### config.mk
export PLATFORM = sky130hd
export DESIGN_NAME = vga_timing_gen
export DESIGN_NICKNAME = d
export VERILOG_FILES = /design/src/rtl/vga_timing_pkg.sv /design/src/rtl/pix_en_div.sv /design/src/rtl/vga_timing_gen.sv
export SDC_FILE = /design/constraint.sdc
export NUM_CORES = 1
export LEC_CHECK = 0
export CORE_MARGIN = 3
export CORE_UTILIZATION = 45
export DETAILED_ROUTE_END_ITERATION = 16
export GPL_TIMING_DRIVEN = 0
export HOLD_SLACK_MARGIN = 0.03
export PLACE_DENSITY = 0.85
export SETUP_SLACK_MARGIN = 0.4
export SLEW_MARGIN = 5
export SYNTH_ARGS = -nofsm -noshare
export SYNTH_HDL_FRONTEND = slang
export SYNTH_SLANG_ARGS = --single-unit
### constraint.sdc
create_clock -name clk -period 2.7 [get_ports clk]
set_input_delay 0.27 -clock clk [delete_from_list [all_inputs] [get_ports clk]]
set_output_delay 0.27 -clock clk [all_outputs]
set_load 0.02 [all_outputs]
### src/rtl/vga_timing_pkg.sv
// rtl/vga_timing_pkg.sv - default 640x480@60 timing constants and elaboration helpers
package vga_timing_pkg;

  localparam int DEF_H_ACTIVE = 640;
  localparam int DEF_H_FP     = 16;
  localparam int DEF_H_SYNC   = 96;
  localparam int DEF_H_BP     = 48;
  localparam int DEF_V_ACTIVE = 480;
  localparam int DEF_V_FP     = 10;
  localparam int DEF_V_SYNC   = 2;
  localparam int DEF_V_BP     = 33;

  function automatic int total(input int active, input int fp, input int sync, input int bp);
    return active + fp + sync + bp;
  endfunction

  // Smallest r with 2**r >= value; clog2(1) == 0.
  function automatic int clog2(input int value);
    int r;
    r = 0;
    while ((1 << r) < value) r = r + 1;
    return r;
  endfunction

endpackage

### src/rtl/pix_en_div.sv
// rtl/pix_en_div.sv - divides clk into a registered one-clk pixel-enable strobe
module pix_en_div
  import vga_timing_pkg::*;
#(
  parameter int CLK_DIV = 2
) (
  input  logic clk,
  input  logic reset,
  output logic pix_en
);

  localparam int DIV_W = (clog2(CLK_DIV) < 1) ? 1 : clog2(CLK_DIV);
  localparam logic [DIV_W-1:0] DIV_LAST = DIV_W'(CLK_DIV - 1);

  if (CLK_DIV < 1 || CLK_DIV > 16) begin : g_bad_clk_div
    $error("pix_en_div: CLK_DIV must be in 1..16");
  end

  logic [DIV_W-1:0] div;

  always_ff @(posedge clk) begin
    if (reset) begin
      div    <= '0;
      pix_en <= 1'b0;
    end else begin
      pix_en <= (div == DIV_LAST);
      div    <= (div == DIV_LAST) ? '0 : div + DIV_W'(1);
    end
  end

endmodule

### src/rtl/vga_timing_gen.sv
// rtl/vga_timing_gen.sv - parametrised VGA raster timing generator with strobes and frame count
// Optional macro VGA_TIMING_PREFETCH_EN adds NextX/NextY/nextInDisplay lookahead outputs.
module vga_timing_gen
  import vga_timing_pkg::*;
#(
  parameter int H_ACTIVE = DEF_H_ACTIVE,
  parameter int H_FP     = DEF_H_FP,
  parameter int H_SYNC   = DEF_H_SYNC,
  parameter int H_BP     = DEF_H_BP,
  parameter int V_ACTIVE = DEF_V_ACTIVE,
  parameter int V_FP     = DEF_V_FP,
  parameter int V_SYNC   = DEF_V_SYNC,
  parameter int V_BP     = DEF_V_BP,
  parameter int HS_POL   = 0,
  parameter int VS_POL   = 0,
  parameter int CNT_W    = 10,
  parameter int CLK_DIV  = 2,
  parameter int FRAME_W  = 8
) (
  input  logic               clk,
  input  logic               reset,
  output logic               pix_en,
  output logic               vga_h_sync,
  output logic               vga_v_sync,
  output logic               inDisplayArea,
  output logic [CNT_W-1:0]   CounterX,
  output logic [CNT_W-1:0]   CounterY,
  output logic               line_start,
  output logic               frame_start,
  output logic [FRAME_W-1:0] frame_count
`ifdef VGA_TIMING_PREFETCH_EN
  ,
  output logic [CNT_W-1:0]   NextX,
  output logic [CNT_W-1:0]   NextY,
  output logic               nextInDisplay
`endif
);

  localparam int H_TOTAL = total(H_ACTIVE, H_FP, H_SYNC, H_BP);
  localparam int V_TOTAL = total(V_ACTIVE, V_FP, V_SYNC, V_BP);

  if (H_ACTIVE < 1 || H_FP < 1 || H_SYNC < 1 || H_BP < 1 ||
      V_ACTIVE < 1 || V_FP < 1 || V_SYNC < 1 || V_BP < 1) begin : g_bad_timing
    $error("vga_timing_gen: active, porch and sync parameters must be non-zero");
  end
  if (clog2(H_TOTAL) > CNT_W || clog2(V_TOTAL) > CNT_W) begin : g_bad_cnt_w
    $error("vga_timing_gen: CNT_W too narrow for H_TOTAL-1 or V_TOTAL-1");
  end
  if (FRAME_W < 1) begin : g_bad_frame_w
    $error("vga_timing_gen: FRAME_W must be at least 1");
  end

  localparam logic [CNT_W-1:0] H_LAST   = CNT_W'(H_TOTAL - 1);
  localparam logic [CNT_W-1:0] V_LAST   = CNT_W'(V_TOTAL - 1);
  localparam logic [CNT_W-1:0] H_ACT    = CNT_W'(H_ACTIVE);
  localparam logic [CNT_W-1:0] V_ACT    = CNT_W'(V_ACTIVE);
  localparam logic [CNT_W-1:0] HS_BEGIN = CNT_W'(H_ACTIVE + H_FP);
  localparam logic [CNT_W-1:0] HS_END   = CNT_W'(H_ACTIVE + H_FP + H_SYNC);
  localparam logic [CNT_W-1:0] VS_BEGIN = CNT_W'(V_ACTIVE + V_FP);
  localparam logic [CNT_W-1:0] VS_END   = CNT_W'(V_ACTIVE + V_FP + V_SYNC);
  localparam logic HS_LVL = (HS_POL != 0);
  localparam logic VS_LVL = (VS_POL != 0);

  pix_en_div #(.CLK_DIV(CLK_DIV)) u_pix_en_div (
    .clk    (clk),
    .reset  (reset),
    .pix_en (pix_en)
  );

  logic             h_wrap;
  logic             v_wrap;
  logic [CNT_W-1:0] next_x;
  logic [CNT_W-1:0] next_y;

  // Coordinates after the next pix_en; drives both the counters and the lookahead ports.
  always_comb begin
    h_wrap = (CounterX == H_LAST);
    v_wrap = (CounterY == V_LAST);
    next_x = h_wrap ? '0 : CounterX + CNT_W'(1);
    next_y = CounterY;
    if (h_wrap) next_y = v_wrap ? '0 : CounterY + CNT_W'(1);
  end

  always_ff @(posedge clk) begin
    if (reset) begin
      CounterX    <= '0;
      CounterY    <= '0;
      frame_count <= '0;
    end else if (pix_en) begin
      CounterX <= next_x;
      CounterY <= next_y;
      if (h_wrap && v_wrap) frame_count <= frame_count + FRAME_W'(1);
    end
  end

  assign vga_h_sync    = (CounterX >= HS_BEGIN && CounterX < HS_END) ? HS_LVL : ~HS_LVL;
  assign vga_v_sync    = (CounterY >= VS_BEGIN && CounterY < VS_END) ? VS_LVL : ~VS_LVL;
  assign inDisplayArea = (CounterX < H_ACT) && (CounterY < V_ACT);
  assign line_start    = pix_en && (CounterX == '0);
  assign frame_start   = line_start && (CounterY == '0);

`ifdef VGA_TIMING_PREFETCH_EN
  assign NextX         = next_x;
  assign NextY         = next_y;
  assign nextInDisplay = (next_x < H_ACT) && (next_y < V_ACT);
`endif

endmodule

==> key figures, run 1 <==
Run status
  • Status: finished clean

CTS
  • H-tree depth: 2
  • Worst-skew pair later-pin latency: 0.32 ns
  • Reg clk slew, reported paths: 0.10 ns
  • CTS sink count: 30
  • CTS tree: built
  • Root Buffer: clkbuf_4
  • CTS Buffer Depth: 2
  • TritonCTS buffer count: 5

Global routing
  • Global-route wire length before repair: 7.09 mm
  • Gr ovfl total: 0
  • GRT Total Usage: 21.3%
  • Vias in the first global route: 1570
  • Initial antenna violation count: 0
  • Largest net degree at the start of global routing: 11

Floorplan
  • Die area: 4230 um2
  • I/O pin cnt: 36
  • Die height: 65 um
  • Starting density of the core: 49.3%
  • Chip width: 65 um
  • # rows: 20
  • Core area: 3180 um2

Drt
  • WL final: 4.10 mm
  • 1st-iter DRT viols: 114
  • DR pass1 iterations: 4
  • Antenna Nets Post-Route: 0
  • Drt drc: 0
  • Via count: 1635
  • Vias per cell: 5.97
  • DR WL/cell: 15.0 um

Layout
  • Area growth syn-to-layout: 33.7%
  • Number of fill cells in the layout: 274
  • Antenna Cells: 0
  • Multi-input logic area: 912 um2
  • Share of cells above drive strength 1: 10.9%
  • Fin nets: 237
  • Seq. cell area: 603 um2

Timing
  • Final Hold Vio Count: 0
  • Max Slew Vio Count: 0
  • Rel. slew slack: 66.2%
  • Final Cycle Share: 82.0%
  • Post-route setup TNS: 0 ns
  • RSZ-0062 raised after global routing: no
  • Clock skew: 0.00870 ns
  • Fmax: 452 MHz
  • Worst hold slack: 0.410 ns
  • Setup violators final: 0
  • Post-layout min period: 2.21 ns
  • Worst-margin pin slew: 0.507 ns

Critical path
  • CP bufs+invs: 1
  • Crit path cell chain: nand4b_1 -> or4_4 -> buf_6 -> or4_1 -> a21oi_1
  • Critical Path Start Type: flop
  • Largest delay share family, worst path: simple AND/OR/NAND/NOR gates
  • CP arrival: 2.48 ns
  • WP data required: 2.96 ns
  • Crit Path Class: reg -> reg
  • CP max stage delay: 0.60 ns
  • CP max-delay cell: or4_4
  • Crit-path max FO: 10
  • CP Capture Type: flop

Yosys
  • XOR/XNOR Fraction of Synth Area: 6.15%
  • Adder-cell share of the synthesized area: 4.79%
  • FF+latch count, synth: 30
  • Syn Nets: 191
  • Post-synthesis sequential area ratio: 38.3%
  • YS warnings: 0
  • Mux share of post-synthesis cell area: 0%
  • Library cells used by synthesis: 37
  • Simple-gate share of the synthesized area: 30.0%
  • Avg Synthesized Cell Area: 8.56 um2
  • Largest family of logic cells by synthesized area: simple AND/OR/NAND/NOR gates
  • Mapped cell area: 1570 um2
  • Synth Instances: 183
  • Post-synthesis compound-gate area fraction: 15.9%

Pwr
  • PwrDens: 361 nW/um2
  • Leakage power: 0.697 nW
  • Max VDD drop: 246 uV

Placed design
  • Port Buffers: 35
  • DP Wirelength: 2.93 mm
  • RD Place Congestion: 0.823

Worst hold path
  • Worst Hold Class: reg -> reg

Run
  • Max cap viols: 0
## stage by stage
| step | std cells | setup WS (ns) | power, mW | util, % | cell area, um2 |
|---|---|---|---|---|---|
| finish | 274 | 0.486 | 0.756 | 65.9 | 2090 |
| global route | 274 | 0.396 | 0.792 | 65.9 | 2090 |
| CTS | 271 | 0.253 | 0.763 | 64.5 | 2050 |
| detailed placement | 262 | 0.170 | 0.490 | 62.0 | 1970 |
| global placement | 262 | 0.318 | 0.490 | 62.0 | 1970 |
| floorplan | 183 | 0.452 | 0.476 | - | 1570 |
## Yosys cell counts (all sizes together)
cell type	n	area [um2]
dfxtp	30	601
a21oi	16	80.1
nand2	14	52.6
nor2	11	41.3
nor3	11	55.1
nand3	10	50.1
or4	10	82.6
o31ai	8	60.1
xnor2	8	70.1
inv	7	26.3
ha	6	75.1
o21ai	5	25.0
buf	4	38.8
nand4	4	25.0
or3	4	25.0
and3	3	18.8
and4	3	26.3
clkbuf	3	11.3
nor4	3	18.8
xor2	3	26.3
nand2b	2	12.5
nor2b	2	12.5
nor4b	2	17.5
o211ai	2	15.0
o311ai	2	17.5
a221oi	1	8.76
a311oi	1	8.76
and2	1	6.26
and4b	1	10.0
nand4b	1	8.76
o2111ai	1	8.76
o21a	1	7.51
o21ba	1	10.0
o21bai	1	7.51
or2	1	6.26
## cell families (layout without fill, tap and decap cells)
group                      Yosys count  after routing
AOI/OAI and AO/OA                   39             39
xor gates and xnor gates            11             11
adders and majority gates            6              6
buffers and inverters               14             61
DFF                                 30             30
and+or+nand+nor                     83             83
## worst register-to-register path, cell delays in order (launching register included)
cell,delay (ns)
dfxtp_1,0.50
nand4b_1,0.28
or4_4,0.60
buf_6,0.16
or4_1,0.47
a21oi_1,0.15
## cells in the final DEF, fill, tap and decap left out, types with 5 or more instances in the layout
cell type	synthesis	final
or4_1	8	8
clkdlybuf4s50_1	0	32
nand3_1	10	10
nor2_1	11	11
xnor2_1	8	8
clkbuf_4	0	5
o21ai_0	5	5
o31ai_1	8	8
dfxtp_1	30	28
inv_1	7	7
ha_1	6	5
nand2_1	14	14
nor3_1	11	9
a21oi_1	16	16
## repair_timing
item	CTS	global route
hold endpoints to repair	0	0
hold buffers	0	0
setup buffers	1	3
resized for setup	3	7
endpoints found under the setup margin	14	11
gates cloned	0	0
pin swaps	1	0
## sequential cells by signal (all words and copies together) (netlist names)
signal               flops
u_pix_en_div.pix_en      1
CounterX                10
CounterY                10
u_pix_en_div.div         1
frame_count              8
## final cells by class
class,count,area share [%]
plain buffers,7,2.39
clock buffers,7,2.63
clock inverters,1,0.239
inverters,7,1.25
multi-input cells,139,43.5
flip-flops and latches,30,28.8
well taps,44,2.63
repair buffers,39,18.5
## power breakdown
part	internal, mW	switching, mW	total, mW
combinational	0.0134	0.0183	0.0317
sequential	0.445	0.00390	0.449
clock	0.126	0.149	0.275
## worst paths after layout
check | end | slack, ns | start | cells past startpoint
worst max-delay path | CounterY[7] | 0.49 | CounterX[9] | 5
worst min-delay path | u_pix_en_div.div | 0.41 | u_pix_en_div.div | 1
worst max register to register | CounterY[7] | 0.49 | CounterX[9] | 5
worst min register to register | u_pix_en_div.div | 0.41 | u_pix_en_div.div | 1
## routing by layer
metal | GRT usage [%] | wire length, um | up-vias
met2 | 34.7 | 2000 | 59
met1 | 26.0 | 1800 | 781
met5 | 0 | 0 | -
met4 | 9.23 | 66 | 0
met3 | 5.89 | 239 | 11
li1 | - | - | 784
Note: power is estimated with default switching activity, not from simulation.
==> run 2, diff against run 1 <==
==> constraint.sdc (replaced) <==
create_clock -name clk -period 2.1 [get_ports clk]
set_input_delay 0.21 -clock clk [delete_from_list [all_inputs] [get_ports clk]]
set_output_delay 0.21 -clock clk [all_outputs]
set_load 0.02 [all_outputs]
==> key figures, run 2 (synthesized netlist as in run 1, its figures left out) <==
CTS
  • CTS Buffer Depth: 2
  • TritonCTS buffer count: 5
  • CTS tree: built
  • Root Buffer: clkbuf_4
  • CTS sink count: 30
  • Worst-skew pair later-pin latency: 0.35 ns
  • Reg clk slew, reported paths: 0.09 ns
  • H-tree depth: 2

Pwr
  • Max VDD drop: 256 uV
  • PwrDens: 385 nW/um2
  • Leakage power: 0.989 nW

Timing
  • Post-layout min period: 2.08 ns
  • Final Hold Vio Count: 0
  • Final Cycle Share: 99.0%
  • Fmax: 481 MHz
  • Max Slew Vio Count: 0
  • Clock skew: 0.00505 ns
  • RSZ-0062 raised after global routing: yes
  • Rel. slew slack: 59.0%
  • Worst hold slack: 0.458 ns
  • Final setup margin: 0.0200 ns
  • Setup violators final: 0
  • Worst-margin pin slew: 0.615 ns

Drt
  • Via count: 1702
  • WL final: 4.85 mm
  • DR pass1 iterations: 4
  • DR WL/cell: 16.3 um
  • Antenna Nets Post-Route: 0
  • Drt drc: 0
  • 1st-iter DRT viols: 144
  • Vias per cell: 5.73

Critical path
  • CP max stage delay: 0.54 ns
  • R2R depth: 7
  • Crit path cell chain: ha_4 -> nand4_1 -> buf_4 -> or4_4 -> buf_6 -> or4_4 -> a21oi_2
  • Worst R2R Start: CounterX[1]
  • Crit-path max FO: 5
  • Reg2reg end: frame_count[6]
  • CP bufs+invs: 2
  • R2R setup slack: 0.02 ns
  • CP max-delay cell: or4_4
  • CP most frequent cell: or4_4
  • WP data required: 2.38 ns
  • Critical Path Start Type: flop
  • CP arrival: 2.36 ns
  • CP Capture Type: flop
  • Largest delay share family, worst path: simple AND/OR/NAND/NOR gates
  • Crit Path Class: reg -> reg

Global routing
  • GRT Total Usage: 21.6%
  • Gr busiest metal: met2
  • Initial antenna violation count: 0
  • Vias in the first global route: 1519
  • Largest net degree at the start of global routing: 11
  • Global-route wire length before repair: 7.09 mm
  • Met3 usage: 6.24%
  • GR met1 Demand/Resource: 27.7%
  • Gr ovfl total: 0
  • M2 GR Usage: 34.6%

Floorplan
  • Die height: 65 um
  • # rows: 20
  • Starting density of the core: 49.3%
  • I/O pin cnt: 36
  • Chip width: 65 um
  • Die area: 4230 um2
  • Core area: 3180 um2

Run
  • Max cap viols: 0

Worst hold path
  • Hold_sp: u_pix_en_div.div
  • Worst Hold Class: reg -> reg
  • Min-Delay Endpoint: u_pix_en_div.div
  • Hold path depth: 1

Layout
  • Area growth syn-to-layout: 60.2%
  • Seq. cell area: 637 um2
  • Number of fill cells in the layout: 203
  • Share of cells above drive strength 1: 35.2%
  • Multi-input logic area: 1070 um2
  • Antenna Cells: 0
  • Fin nets: 260
  • Top Registers: CounterX (10), CounterY (10), frame_count (8)
  • Most frequent cells in the layout: 21 x clkdlybuf4s50_1, 21 x buf_4, 17 x dfxtp_1, 14 x nand2_1, 13 x buf_6

Run status
  • Status: finished clean

Placed design
  • DP Wirelength: 2.73 mm
  • Pre-CTS setup slack: -0.226 ns
  • Port Buffers: 35
  • RD Place Congestion: 0.813
run 2: cell count changes in the layout (fill, tap and decap cells not counted), moves of 3 or more:
cell | before | now
buf_4 | 4 | 21
clkdlybuf4s50_1 | 32 | 21
dfxtp_1 | 28 | 17
buf_6 | 3 | 13
dfxtp_4 | 0 | 8
a21oi_1 | 16 | 9
a21oi_2 | 0 | 7
dlymetal6s2s_1 | 3 | 9
o31ai_1 | 8 | 4
or4_1 | 8 | 4
or4_4 | 2 | 6
dfxtp_2 | 2 | 5
run 2: layer usage:
metal / part of all wire (%) / vias to the layer above
li1: - / 826
met1: 45 / 810
met2: 49 / 59
met3: 5.0 / 7
met4: 1.3 / 0
met5: 0 / -
run 2: timing repair:
action / CTS / global route
gates cloned: 0 / 1
setup buffers: 12 / 14
hold buffers: 0 / 0
setup endpoints to repair: 29 / 28
pin swaps: 7 / 17
resized for setup: 34 / 60
run 2: layout make-up:
type | instances | area share [%]
plain buffers | 7 | 2.69
clock buffers | 8 | 1.94
inverters | 7 | 1.25
multi-input cells | 139 | 42.7
flip-flops and latches | 30 | 25.4
well taps | 44 | 2.19
repair buffers | 62 | 23.8
run 2: through the flow:
step                      TNS, ns  instance area [um2]  total power [mW]  std cells  utilization (%)
after floorplan                 0                 1610             0.610        183                -
after global placement      -1.50                 2020             0.629        262             63.5
after detailed placement    -1.89                 2020             0.630        262             63.5
after CTS                       0                 2200             0.956        282             69.2
after global routing      -0.0246                 2510              1.00        297             79.0
final                           0                 2510             0.967        297             79.0
run 2: worst max-delay path by stage:
stage                 from             end  slack [ns]  cells after the start
3_5_place_dp   CounterX[1]     CounterY[3]       -0.23                      6
2_1_floorplan  CounterX[1]     CounterY[7]        0.02                      6
6_report       CounterX[1]  frame_count[6]        0.02                      7
3_3_place_gp   CounterX[1]     CounterY[4]       -0.19                      6
4_1_cts        CounterX[0]  frame_count[7]        0.06                      7
5_1_grt        CounterX[1]  frame_count[6]       -0.02                      7
run 2: power by group:
group          internal [mW]  switching, mW
sequential             0.564        0.00563
combinational         0.0289         0.0320
clock                  0.133          0.203
==> run 3, diff against run 2 <==
--- a/config.mk
+++ b/config.mk
@@ -5,6 +5,7 @@
 export SDC_FILE = /design/constraint.sdc
 export NUM_CORES = 1
 export LEC_CHECK = 0
+export CAP_MARGIN = 20
 export CORE_MARGIN = 3
 export CORE_UTILIZATION = 45
 export DETAILED_ROUTE_END_ITERATION = 16
==> results of run 3 <==
Same layout as run 2: the final DEF is identical, and so are final timing and power.
